$ cat src/rtl/regfile_wb_arbiter.sv
// regfile_wb_arbiter: round-robin ALU/LSU writeback arbiter with a registered register-file write and a pending-write scoreboard
module regfile_wb_arbiter #(
  parameter int DATA_WIDTH = 32,
  parameter int ADDR_WIDTH = 5
) (
  input  logic                     clk,
  input  logic                     rst_n,
  input  logic                     alu_valid,
  output logic                     alu_ready,
  input  logic [ADDR_WIDTH-1:0]    alu_rd,
  input  logic [DATA_WIDTH-1:0]    alu_data,
  input  logic                     lsu_valid,
  output logic                     lsu_ready,
  input  logic [ADDR_WIDTH-1:0]    lsu_rd,
  input  logic [DATA_WIDTH-1:0]    lsu_data,
  input  logic                     alloc_valid,
  input  logic [ADDR_WIDTH-1:0]    alloc_rd,
  output logic                     rf_isWrite,
  output logic [ADDR_WIDTH-1:0]    rf_rd,
  output logic [DATA_WIDTH-1:0]    rf_writeData,
  output logic [2**ADDR_WIDTH-1:0] pending
);
  localparam int NREG = 2**ADDR_WIDTH;
  typedef enum logic {PRIO_ALU, PRIO_LSU} prio_t;
  prio_t prio_q, prio_d;
  logic rf_we_q, rf_we_d;
  logic [ADDR_WIDTH-1:0] rf_rd_q, rf_rd_d, g_rd;
  logic [DATA_WIDTH-1:0] rf_data_q, rf_data_d, g_data;
  logic [NREG-1:0] pending_q, pending_d;
  logic hs;
  // grant the lone requester; under contention only the prio source; next-state for prio and write registers
  always_comb begin
    alu_ready = alu_valid && (!lsu_valid || prio_q == PRIO_ALU);
    lsu_ready = lsu_valid && (!alu_valid || prio_q == PRIO_LSU);
    hs = alu_ready || lsu_ready;
    g_rd = alu_ready ? alu_rd : lsu_rd;
    g_data = alu_ready ? alu_data : lsu_data;
    prio_d = alu_ready ? PRIO_LSU : (lsu_ready ? PRIO_ALU : prio_q);
    rf_we_d = hs && g_rd != '0;
    rf_rd_d = hs ? g_rd : rf_rd_q;
    rf_data_d = hs ? g_data : rf_data_q;
  end
  // scoreboard: a completed write clears, then an allocation sets, so a same-rd alloc wins
  always_comb begin
    pending_d = pending_q;
    if (rf_we_d) pending_d[g_rd] = 1'b0;
    if (alloc_valid && alloc_rd != '0) pending_d[alloc_rd] = 1'b1;
    pending_d[0] = 1'b0;
  end
  // state registers; reset drops any in-flight write immediately
  always_ff @(posedge clk or negedge rst_n) begin
    if (!rst_n) begin
      prio_q <= PRIO_ALU;
      rf_we_q <= 1'b0;
      rf_rd_q <= '0;
      rf_data_q <= '0;
      pending_q <= '0;
    end else begin
      prio_q <= prio_d;
      rf_we_q <= rf_we_d;
      rf_rd_q <= rf_rd_d;
      rf_data_q <= rf_data_d;
      pending_q <= pending_d;
    end
  end
  assign rf_isWrite = rf_we_q;
  assign rf_rd = rf_rd_q;
  assign rf_writeData = rf_data_q;
  assign pending = pending_q;
endmodule

$ cat config.mk
export PLATFORM = sky130hd
export DESIGN_NAME = regfile_wb_arbiter
export DESIGN_NICKNAME = d
export VERILOG_FILES = /design/src/rtl/regfile_wb_arbiter.sv
export SDC_FILE = /design/constraint.sdc
export NUM_CORES = 1
export LEC_CHECK = 0
export ABC_AREA = 1
export CORE_MARGIN = 2
export CORE_UTILIZATION = 43
export DETAILED_ROUTE_END_ITERATION = 7
export PLACE_DENSITY = 0.81
export SETUP_SLACK_MARGIN = 0.3
export SYNTH_ARGS = -nofsm -noshare
export SYNTH_HDL_FRONTEND = slang
export SYNTH_SLANG_ARGS = --single-unit
$ cat constraint.sdc
create_clock -name clk -period 1.7 [get_ports clk]
set_clock_uncertainty 0.1 [all_clocks]
set_input_delay 0.34 -clock clk [delete_from_list [all_inputs] [get_ports clk]]
set_output_delay 0.34 -clock clk [all_outputs]
set_load 0.05 [all_outputs]
==> results.toml, run 1 <==
[layout]
diodes = 0
final_area_mm2 = 0.00777
regArea_mm2 = 0.00175
drive_above_1_share_pct = 48.2
fill_cells = 228
multi_input_area_mm2 = 0.00263
fin_nets = 783
syn2layout_area_growth_pct = 112
instances_no_fill = 809

[sta]
fin_crit_sh_pct = 118
setup_viol = 63
fmax_mhz = 497
drv_slew = 0
rsz0062_at_grt = "yes"
period_needed_ps = 2010
hold_violations = 0
setup_ws_ps = -311

[clocking]
cts_buffers = 9
clock_path_buffers = 2
cts_tree = "built"
clk_latency_ps = 370
clock_sinks = 70
htreeDepth = 3
clk_pin_slew_ps = 90
root_buffer = "clkbuf_8"

[run]
cap_violations = 0

[logic_synthesis]
syn-cell-area_mm2 = 0.00367
yosys_register_bits = 70
seq_area_frac_synth_pct = 47.8
synth_warnings = 0
synth_top_area_share_pct = 47.8
synth.distinct_cells = 25
postSynthAreaPerCell_um2 = 7.92
syn_inst = 463
synth_top_cells_by_area = "dfrtp_1 48%, nand2_1 15%, nor2_1 9.9%"
syn_nets = 547
yosysTopAreaCell = "dfrtp_1"

[min_path]
min_path_type = "input port to asynchronous set/reset pin"

[setup_path]
reg2reg_slack_ps = -310
crit_chain = "nand2_4 > nand2_8 > buf_6 > o21ai_4 > nand2_8 > nor2_1 > nand3_2 > nand2_1 > nand2_1"
crit_buf_inv = 1
timing.critical_path.from = "prio_q"
rr_startpoint = "prio_q"
cp.required_ps = 1860
critical_path.max_fanout = 8
end_kind = "flip-flop"
slowest_delay_ps = 420
critPathSlowestCell = "dfrtp_1"
r2r-end = "pending[20]"
cp_top_family = "simple AND/OR/NAND/NOR gates"
critPathLaunchType = "flip-flop"
arrival_ps = 2170
critical_path_class = "flip-flop to flip-flop"
reg2reg_depth = 9

[detailed_routing]
ant_nets = 0
drtIter0Drc = 609
first_pass_iters = 5
routedWlPerCell_um = 26.6
route.vias.total = 5082
drc_errors = 0
via_per_inst = 6.28
totalWireLength_um = 21500

[run_status]
status = "finished, violations left"
violations = "negative setup slack"

[floorplanning]
coreArea_mm2 = 0.00826
die_width_um = 96.3
io_pins = 156
die_h_um = 96.3
start_util_pct = 44.4
die_area_mm2 = 0.00928
std_cell_rows = 33

[power_and_ir_drop]
powerDensity_mw_per_mm2 = 1070
power.leakage_nw = 3.39
ir_drop_uv = 891

[placed_design]
placed_cells = 732
place_area_mm2 = 0.00589
place_hpwl_um = 8360
io_buffers = 154
place_congestion = 0.845

[global_routing]
grt_max_degree = 71
overflow = 0
first_global_vias = 4503
grt_use_total_pct = 33.7
antenna_found_initial = 0
grt_pass1_wl_um = 23300
-- worst min-delay path, delay by kind of cell --
family / cells / cell delay [ps]
buffers and inverters: 3 / 950
-- cell usage after synthesis --
master and instances:
inv_4 1, nand4_1 1, nand3_1 22, nand2_1 148
nand2_2 3, o21ai_0 8, nor3_1 10, conb_1 1
nand3b_1 1, clkbuf_1 2, dfrtp_1 70, nor2_8 1
buf_8 1, buf_4 2, inv_2 4, buf_2 14
nand2_8 1, nor2_1 97, nand2_4 4, buf_6 3
nand3_2 20, inv_1 15, a21oi_1 1, o31ai_1 32
o21ai_2 1
-- placed cells by master (no fill, tap or decap), types with 3 or more instances in the layout --
cell type / netlist / layout
nor3_1: 10 / 10
nand2_8: 1 / 5
nand2_1: 148 / 107
o31ai_4: 0 / 24
o31ai_2: 0 / 8
nand3_2: 20 / 30
nor2_1: 97 / 65
buf_12: 0 / 50
nand3_1: 22 / 8
nand3_4: 0 / 4
inv_1: 15 / 15
dfrtp_1: 70 / 68
buf_4: 2 / 66
buf_16: 0 / 4
clkbuf_8: 0 / 10
o21ai_1: 0 / 3
o21ai_4: 0 / 3
clkdlybuf4s50_1: 0 / 80
nor2_4: 0 / 21
nand2_4: 4 / 17
nand2_2: 3 / 30
nor2_2: 0 / 11
clkbuf_16: 0 / 5
buf_6: 3 / 33
clkinv_2: 0 / 3
-- stage by stage --
| stage | power, mW | setup TNS, ps | worst slack (ps) | utilization (%) | hold WS [ps] |
|---|---|---|---|---|---|
| after detailed placement | 5.97 | -25670 | -442 | 71.4 | 296 |
| after global routing | 8.49 | -10070 | -321 | 94.1 | 447 |
| after CTS | 7.45 | -27.5 | -8.82 | 82.2 | 389 |
| final | 8.34 | -8440 | -311 | 94.1 | 396 |
| after floorplan | 4.08 | 0 | 161 | - | -55.6 |
| after global placement | 5.93 | -22990 | -392 | 71.4 | 292 |
-- routing by layer --
metal / part of all wire (%) / GRT usage (%)
met3: 11 / 5.56
met5: 0 / 0
met2: 48 / 59.8
met4: 10 / 17.3
met1: 31 / 39.1
-- state kept, by name, indices dropped and copies added (netlist names) --
register      flops
rf_isWrite        1
prio_q            1
rf_rd             5
rf_writeData     32
pending          31
-- worst max-delay path by stage --
stage / to / depth (start not counted)
2_1_floorplan: pending[22] / 12
3_3_place_gp: pending[20] / 10
3_5_place_dp: pending[9] / 12
4_1_cts: alu_ready / 5
5_1_grt: pending[28] / 9
6_report: pending[20] / 9
-- final cells by class --
cell class	count	area share (%)
inverters	20	1.29
clock buffers	12	1.87
well taps	105	1.69
repair buffers	244	38.4
clock inverters	4	0.290
flip-flops and latches	70	22.6
multi-input cells	354	33.9
-- power by group --
part           internal, mW  switching [mW]  leakage [nW]
Clock                 0.565           0.745        0.0861
Sequential             2.02           0.444         0.827
Combinational          2.02            2.54          2.47
-- cells by family after synthesis --
logic type	count (synthesis)	synth area share (%)
AO/OA/AOI/OAI	42	8.02
buffers and inverters	42	5.97
flip-flops	70	47.8
other	1	0.102
AND/OR/NAND/NOR	308	38.1
-- timing repair --
action / in CTS / in global routing
gates resized for setup: 90 / 142
cloned: 7 / 7
hold endpoints to repair: 70 / 0
endpoints found under the setup margin: 73 / 92
pin swaps: 8 / 37
hold buffers: 1 / 0
setup buffers: 22 / 24
No activity file was read; power rests on OpenSTA's default activity.
==> run 2, diff against run 1 <==
--- a/config.mk
+++ b/config.mk
@@ -5,11 +5,10 @@
 export SDC_FILE = /design/constraint.sdc
 export NUM_CORES = 1
 export LEC_CHECK = 0
-export ABC_AREA = 1
 export CORE_MARGIN = 2
 export CORE_UTILIZATION = 43
 export DETAILED_ROUTE_END_ITERATION = 7
-export PLACE_DENSITY = 0.81
+export PLACE_DENSITY = 0.85
 export SETUP_SLACK_MARGIN = 0.3
 export SYNTH_ARGS = -nofsm -noshare
 export SYNTH_HDL_FRONTEND = slang
==> run 2 against run 1 <==
Effect of this change: the flow still finishes with violations (negative setup slack); wire length shrank 30%; sequential power down 7%; non-clock buffer count fell by 30; sequential share of layout area up 3.0 points; register-to-register slack improved by 190 ps; sequential cell count unchanged; clock-buffer cell count decreased by 1; combinational power fell by 21%; via count is 17% lower; area after synthesis is 0.14% higher; worst hold slack gained 31 ps; clock power is 4% lower.
==> results.toml, run 2 <==
[run_status]
status = "finished, violations left"
violations = "negative setup slack"

[placed_design]
placed_cells = 663
pre_cts_ws_ps = -544
place_hpwl_um = 8620
io_buffers = 154
place_congestion = 0.921

[layout]
diodes = 0
layout_commonest_cell = "clkdlybuf4s50_1"
layout_common_cells = "75 x clkdlybuf4s50_1, 63 x dfrtp_1, 56 x buf_4, 43 x buf_12, 41 x inv_1"
fin_util_pct = 83.5
drive_above_1_share_pct = 39.6
largest_register_ffs = 32
syn2layout_area_growth_pct = 87.8
instances_no_fill = 709
fin_nets = 683

[setup_path]
cp.required_ps = 1820
critical_path.max_fanout = 13
critical_path_class = "flip-flop to flip-flop"
end_kind = "flip-flop"
rr_startpoint = "prio_q"
reg2reg_depth = 6
reg2reg_slack_ps = -120
r2r-end = "pending[2]"
arrival_ps = 1940
critPathLaunchType = "flip-flop"

[logic_synthesis]
yosys_register_bits = 70
syn_nets = 492
seq_area_frac_synth_pct = 47.7
yosysTopAreaCell = "dfrtp_1"
syn_inst = 408
postSynthAreaPerCell_um2 = 9.00
synth.most_common_cell = "dfrtp_1"
synth_top_cells_by_area = "dfrtp_1 48%, a31oi_1 5.5%, o22ai_1 5.5%"
synth_warnings = 0
syn-cell-area_mm2 = 0.00367
synth_top_area_share_pct = 47.7
synth_top_cells_by_count = "70 x dfrtp_1, 42 x inv_1, 40 x nor2_1"
synthArstFlopShare_pct = 100
synth-main-ff-cell = "dfrtp_1"
synth.distinct_cells = 33
synth-edff-count = 0

[clocking]
clk_pin_slew_ps = 80
htreeDepth = 3
cts_tree = "built"
cts_buffers = 9
clk_latency_ps = 350
root_buffer = "clkbuf_8"
clock_sinks = 70
clock_path_buffers = 2

[sta]
fmax_mhz = 549
hold_violations = 0
period_needed_ps = 1820
setup_ws_ps = -122
drv_slew = 0
worstMarginPinSlew_ps = 568
relSlewSlack_pct = 62.1
rsz0062_at_grt = "yes"
fin_crit_sh_pct = 107
setup_viol = 17

[power_and_ir_drop]
sw_frac_of_total_pct = 41.7
p_comb_share_pct = 50.3
power_frac_clock_pct = 17.6
finalPower_mw = 7.14
powerDensity_mw_per_mm2 = 1040
pwr-share-seq_pct = 32.1
internal_power_mw = 4.16
p_sw_mw = 2.97
power.leakage_nw = 2.93
ir_drop_uv = 1030

[global_routing]
overflow = 0
grt_use_total_pct = 26.9
grt_use_met1_pct = 32.7
first_global_vias = 3914
grt_use_met3_pct = 5.59
grt_pass1_wl_um = 19100
grt_max_degree = 71
grtUsageMet2_pct = 45.5
top_usage_layer = "met2"
antenna_found_initial = 0

[floorplanning]
die_area_mm2 = 0.00929
io_pins = 156
std_cell_rows = 33
start_util_pct = 44.5
die_width_um = 96.4
die_h_um = 96.4
coreArea_mm2 = 0.00826

[detailed_routing]
routedWlPerCell_um = 21.3
drtIter0Drc = 236
drc_errors = 0
via_per_inst = 5.97
ant_nets = 0
totalWireLength_um = 15100
first_pass_iters = 5
route.vias.total = 4231

[min_path]
min_path_type = "input port to asynchronous set/reset pin"

[run]
cap_violations = 0
-- run 2: cell types whose count changed after synthesis, sizes merged, moves of 10 or more --
cell | before | now
mux2i | 0 | 10
nand3 | 42 | 4
inv | 20 | 42
nor2 | 98 | 40
a31oi | 0 | 32
o21ai | 9 | 35
nand3b | 1 | 11
o22ai | 0 | 32
clkbuf | 2 | 13
a21oi | 1 | 34
nand2 | 156 | 14
o31ai | 32 | 16
-- run 2: metal layers --
layer	routed length (um)	vias up
li1	-	1852
met1	5480	2047
met2	7550	274
met3	1460	58
met4	613	0
met5	0	-
-- run 2: critical path, cell delays in order, from the launching register on --
cell and delay, ps:
dfrtp_1 410, a21bo_4 250, buf_12 160, buf_6 150
mux2i_4 220, o31ai_2 290, o21ai_1 110
-- run 2: cells by family (layout without fill, tap and decap cells) --
logic type      after synthesis  after routing  share of synthesized area, %
flops                        70             70                          47.7
mux                          15             15                          5.35
simple gates                 86             86                          11.4
compound gates              160            160                          26.4
buf+inv                      76            272                          9.00
other cells                   1              1                         0.102
-- run 2: power groups by stage --
| stage | sequential, mW | clock [mW] | combinational [mW] |
|---|---|---|---|
| floorplan | 3.11 | 0 | 0.618 |
| global placement | 2.25 | 0 | 2.91 |
| detailed placement | 2.25 | 0 | 2.98 |
| CTS | 2.24 | 1.23 | 3.12 |
| global route | 2.31 | 1.34 | 3.72 |
| finish | 2.29 | 1.26 | 3.59 |
-- run 2: timing repair --
item / 4_1_cts / 5_1_grt
pin swaps: 5 / 11
hold endpoints to repair: 70 / 0
buffers inserted: 9 / 17
setup endpoints to repair: 78 / 109
gates cloned: 0 / 3
gates resized for setup: 76 / 98
hold buffers: 1 / 0
-- run 2: cell type report --
cell class	count	area, um^2
sequential	70	1760
fill	402	1370
clock inverter	5	35.0
clock buffer	11	141
inverter	42	161
multi-input combinational	262	2180
timing repair buffer	214	2480
tap	105	131
-- run 2: how the worst max path moves through the flow --
stage              start          end  cells past startpoint  slack [ps]
2_1_floorplan     prio_q  pending[14]                      6         -60
3_3_place_gp   alu_valid   rf_isWrite                      7        -480
3_5_place_dp   alu_valid  pending[18]                      7        -540
4_1_cts           prio_q    lsu_ready                      5         -60
5_1_grt           prio_q   pending[1]                      6        -170
6_report          prio_q   pending[2]                      6        -120
-- run 2: stage by stage --
stage	setup TNS, ps	cell area [um^2]	hold slack, ps
finish	-861	6890	427
global route	-1930	6890	468
CTS	-152	6230	431
detailed placement	-24140	5740	293
global placement	-20840	5740	289
floorplan	-116	3700	-55.6
==> run 3, diff against run 2 <==
--- a/config.mk
+++ b/config.mk
@@ -5,7 +5,6 @@
 export SDC_FILE = /design/constraint.sdc
 export NUM_CORES = 1
 export LEC_CHECK = 0
-export CORE_MARGIN = 2
 export CORE_UTILIZATION = 43
 export DETAILED_ROUTE_END_ITERATION = 7
 export PLACE_DENSITY = 0.85
==> run 3 against run 2 <==
Effect of this change: the run still ends with negative setup slack left; total power shrank 4.5%; critical path depth is the same; global-route usage grew 0.48 points; die area shrank 4.1%; largest power group unchanged.
==> results.toml, run 3 (synthesis results as in run 2) <==
[setup_path]
critical_path.max_fanout = 5
end_kind = "flip-flop"
cpMostUsedCell = "buf_6"
crit_chain = "a21bo_4 > buf_6 > buf_6 > mux2i_4 > o31ai_4 > o21ai_1"
slowest_delay_ps = 400
critPathLaunchType = "flip-flop"
critical_path_class = "flip-flop to flip-flop"
cp.required_ps = 1790
arrival_ps = 1830
critPathSlowestCell = "dfrtp_1"

[layout]
fin_util_pct = 79.3
layout_common_cells = "74 x clkdlybuf4s50_1, 63 x dfrtp_1, 58 x buf_4, 45 x buf_12, 41 x inv_1"
drive_above_1_share_pct = 35.7
syn2layout_area_growth_pct = 78.4
fin_nets = 664
layout_commonest_cell = "clkdlybuf4s50_1"
largest_register_ffs = 32
diodes = 0

[sta]
worstMarginPinSlew_ps = 600
fmax_mhz = 575
hold_violations = 0
setup_ws_ps = -37.8
drv_slew = 0
fin_crit_sh_pct = 102
period_needed_ps = 1740
hold_slack_ps = 399
relSlewSlack_pct = 60.0
rsz0062_at_grt = "yes"
setup_viol = 7

[detailed_routing]
totalWireLength_um = 13400
drc_errors = 0
routedWlPerCell_um = 19.4
drtIter0Drc = 144
ant_nets = 0
first_pass_iters = 5
route.vias.total = 4074
via_per_inst = 5.90

[floorplanning]
die_h_um = 94.4
coreArea_mm2 = 0.00826
std_cell_rows = 33
die_area_mm2 = 0.00891
io_pins = 156
start_util_pct = 44.5
die_width_um = 94.4

[global_routing]
antenna_found_initial = 0
grt_max_degree = 91
grt_pass1_wl_um = 18800
grt_use_total_pct = 27.4
first_global_vias = 3742
overflow = 0

[placed_design]
place_hpwl_um = 8140
pre_cts_ws_ps = -522
io_buffers = 154
place_congestion = 0.904

[min_path]
min_path_type = "input port to flip-flop"

[power_and_ir_drop]
ir_drop_uv = 990
powerDensity_mw_per_mm2 = 1040
finalPower_mw = 6.82
power.leakage_nw = 2.83

[clocking]
root_buffer = "clkbuf_8"
cts_tree = "built"
clk_pin_slew_ps = 70
cts_buffers = 9
clock_path_buffers = 2
clock_sinks = 70
clk_latency_ps = 320
htreeDepth = 3

[run_status]
violations = "negative setup slack"
status = "finished, violations left"

[run]
cap_violations = 0
[run 3: final cells by class]
class,count,area [um^2]
tap,105,131
clock buffer,11,141
clock inverter,5,25.0
sequential,70,1760
timing repair buffer,195,2270
fill,461,1710
multi-input combinational,262,2060
inverter,42,161
[run 3: per-layer routing]
layer | track usage [%] | wire length [um] | up-vias | share of wire [%]
met2 | 46.3 | 6780 | 270 | 51
met1 | 34.9 | 4960 | 1955 | 37
met3 | 4.59 | 1300 | 35 | 9.7
met5 | 0 | 0 | - | 0
li1 | - | - | 1814 | -
met4 | 11.0 | 313 | 0 | 2.3
[run 3: metrics by stage]
stage               TNS [ps]  cell area [um^2]  instances
floorplan               -116              3700        408
global placement      -24040              5770        660
detailed placement    -25870              5770        660
CTS                    -50.5              6170        681
global route           -1140              6550        690
finish                  -188              6550        690
[run 3: where the power goes]
| group | leakage (nW) | switching, mW | internal [mW] | total (mW) |
|---|---|---|---|---|
| combinational | 1.94 | 1.84 | 1.51 | 3.35 |
| clock | 0.0926 | 0.621 | 0.558 | 1.18 |
| sequential | 0.799 | 0.339 | 1.95 | 2.29 |
[run 3: critical path, delay by kind of cell (launching register included)]
kind            cells  cell delay, ps
mux                 1             210
flops               1             400
buf+inv             2             260
compound gates      3             640
[run 3: worst paths after layout]
kind / startpoint / end / slack, ps / depth (start not counted)
setup / recovery: prio_q / pending[9] / -40 / 6
hold / removal: lsu_rd[3] / rf_rd[3] / 400 / 3
setup reg to reg: prio_q / pending[9] / -40 / 6
hold reg to reg: rf_rd[3] / rf_rd[3] / 460 / 2
max in group asynchronous: rst_n / pending[30] / 700 / 3
min in group asynchronous: rst_n / rf_writeData[10] / 470 / 3
[run 3: timing repair]
item | in CTS | in global routing
setup endpoints to repair | 72 | 83
hold endpoints to repair | 70 | 0
buffers inserted | 4 | 8
resized for setup | 65 | 64
hold buffers | 1 | 0
gates cloned | 0 | 1
pin swaps | 2 | 6
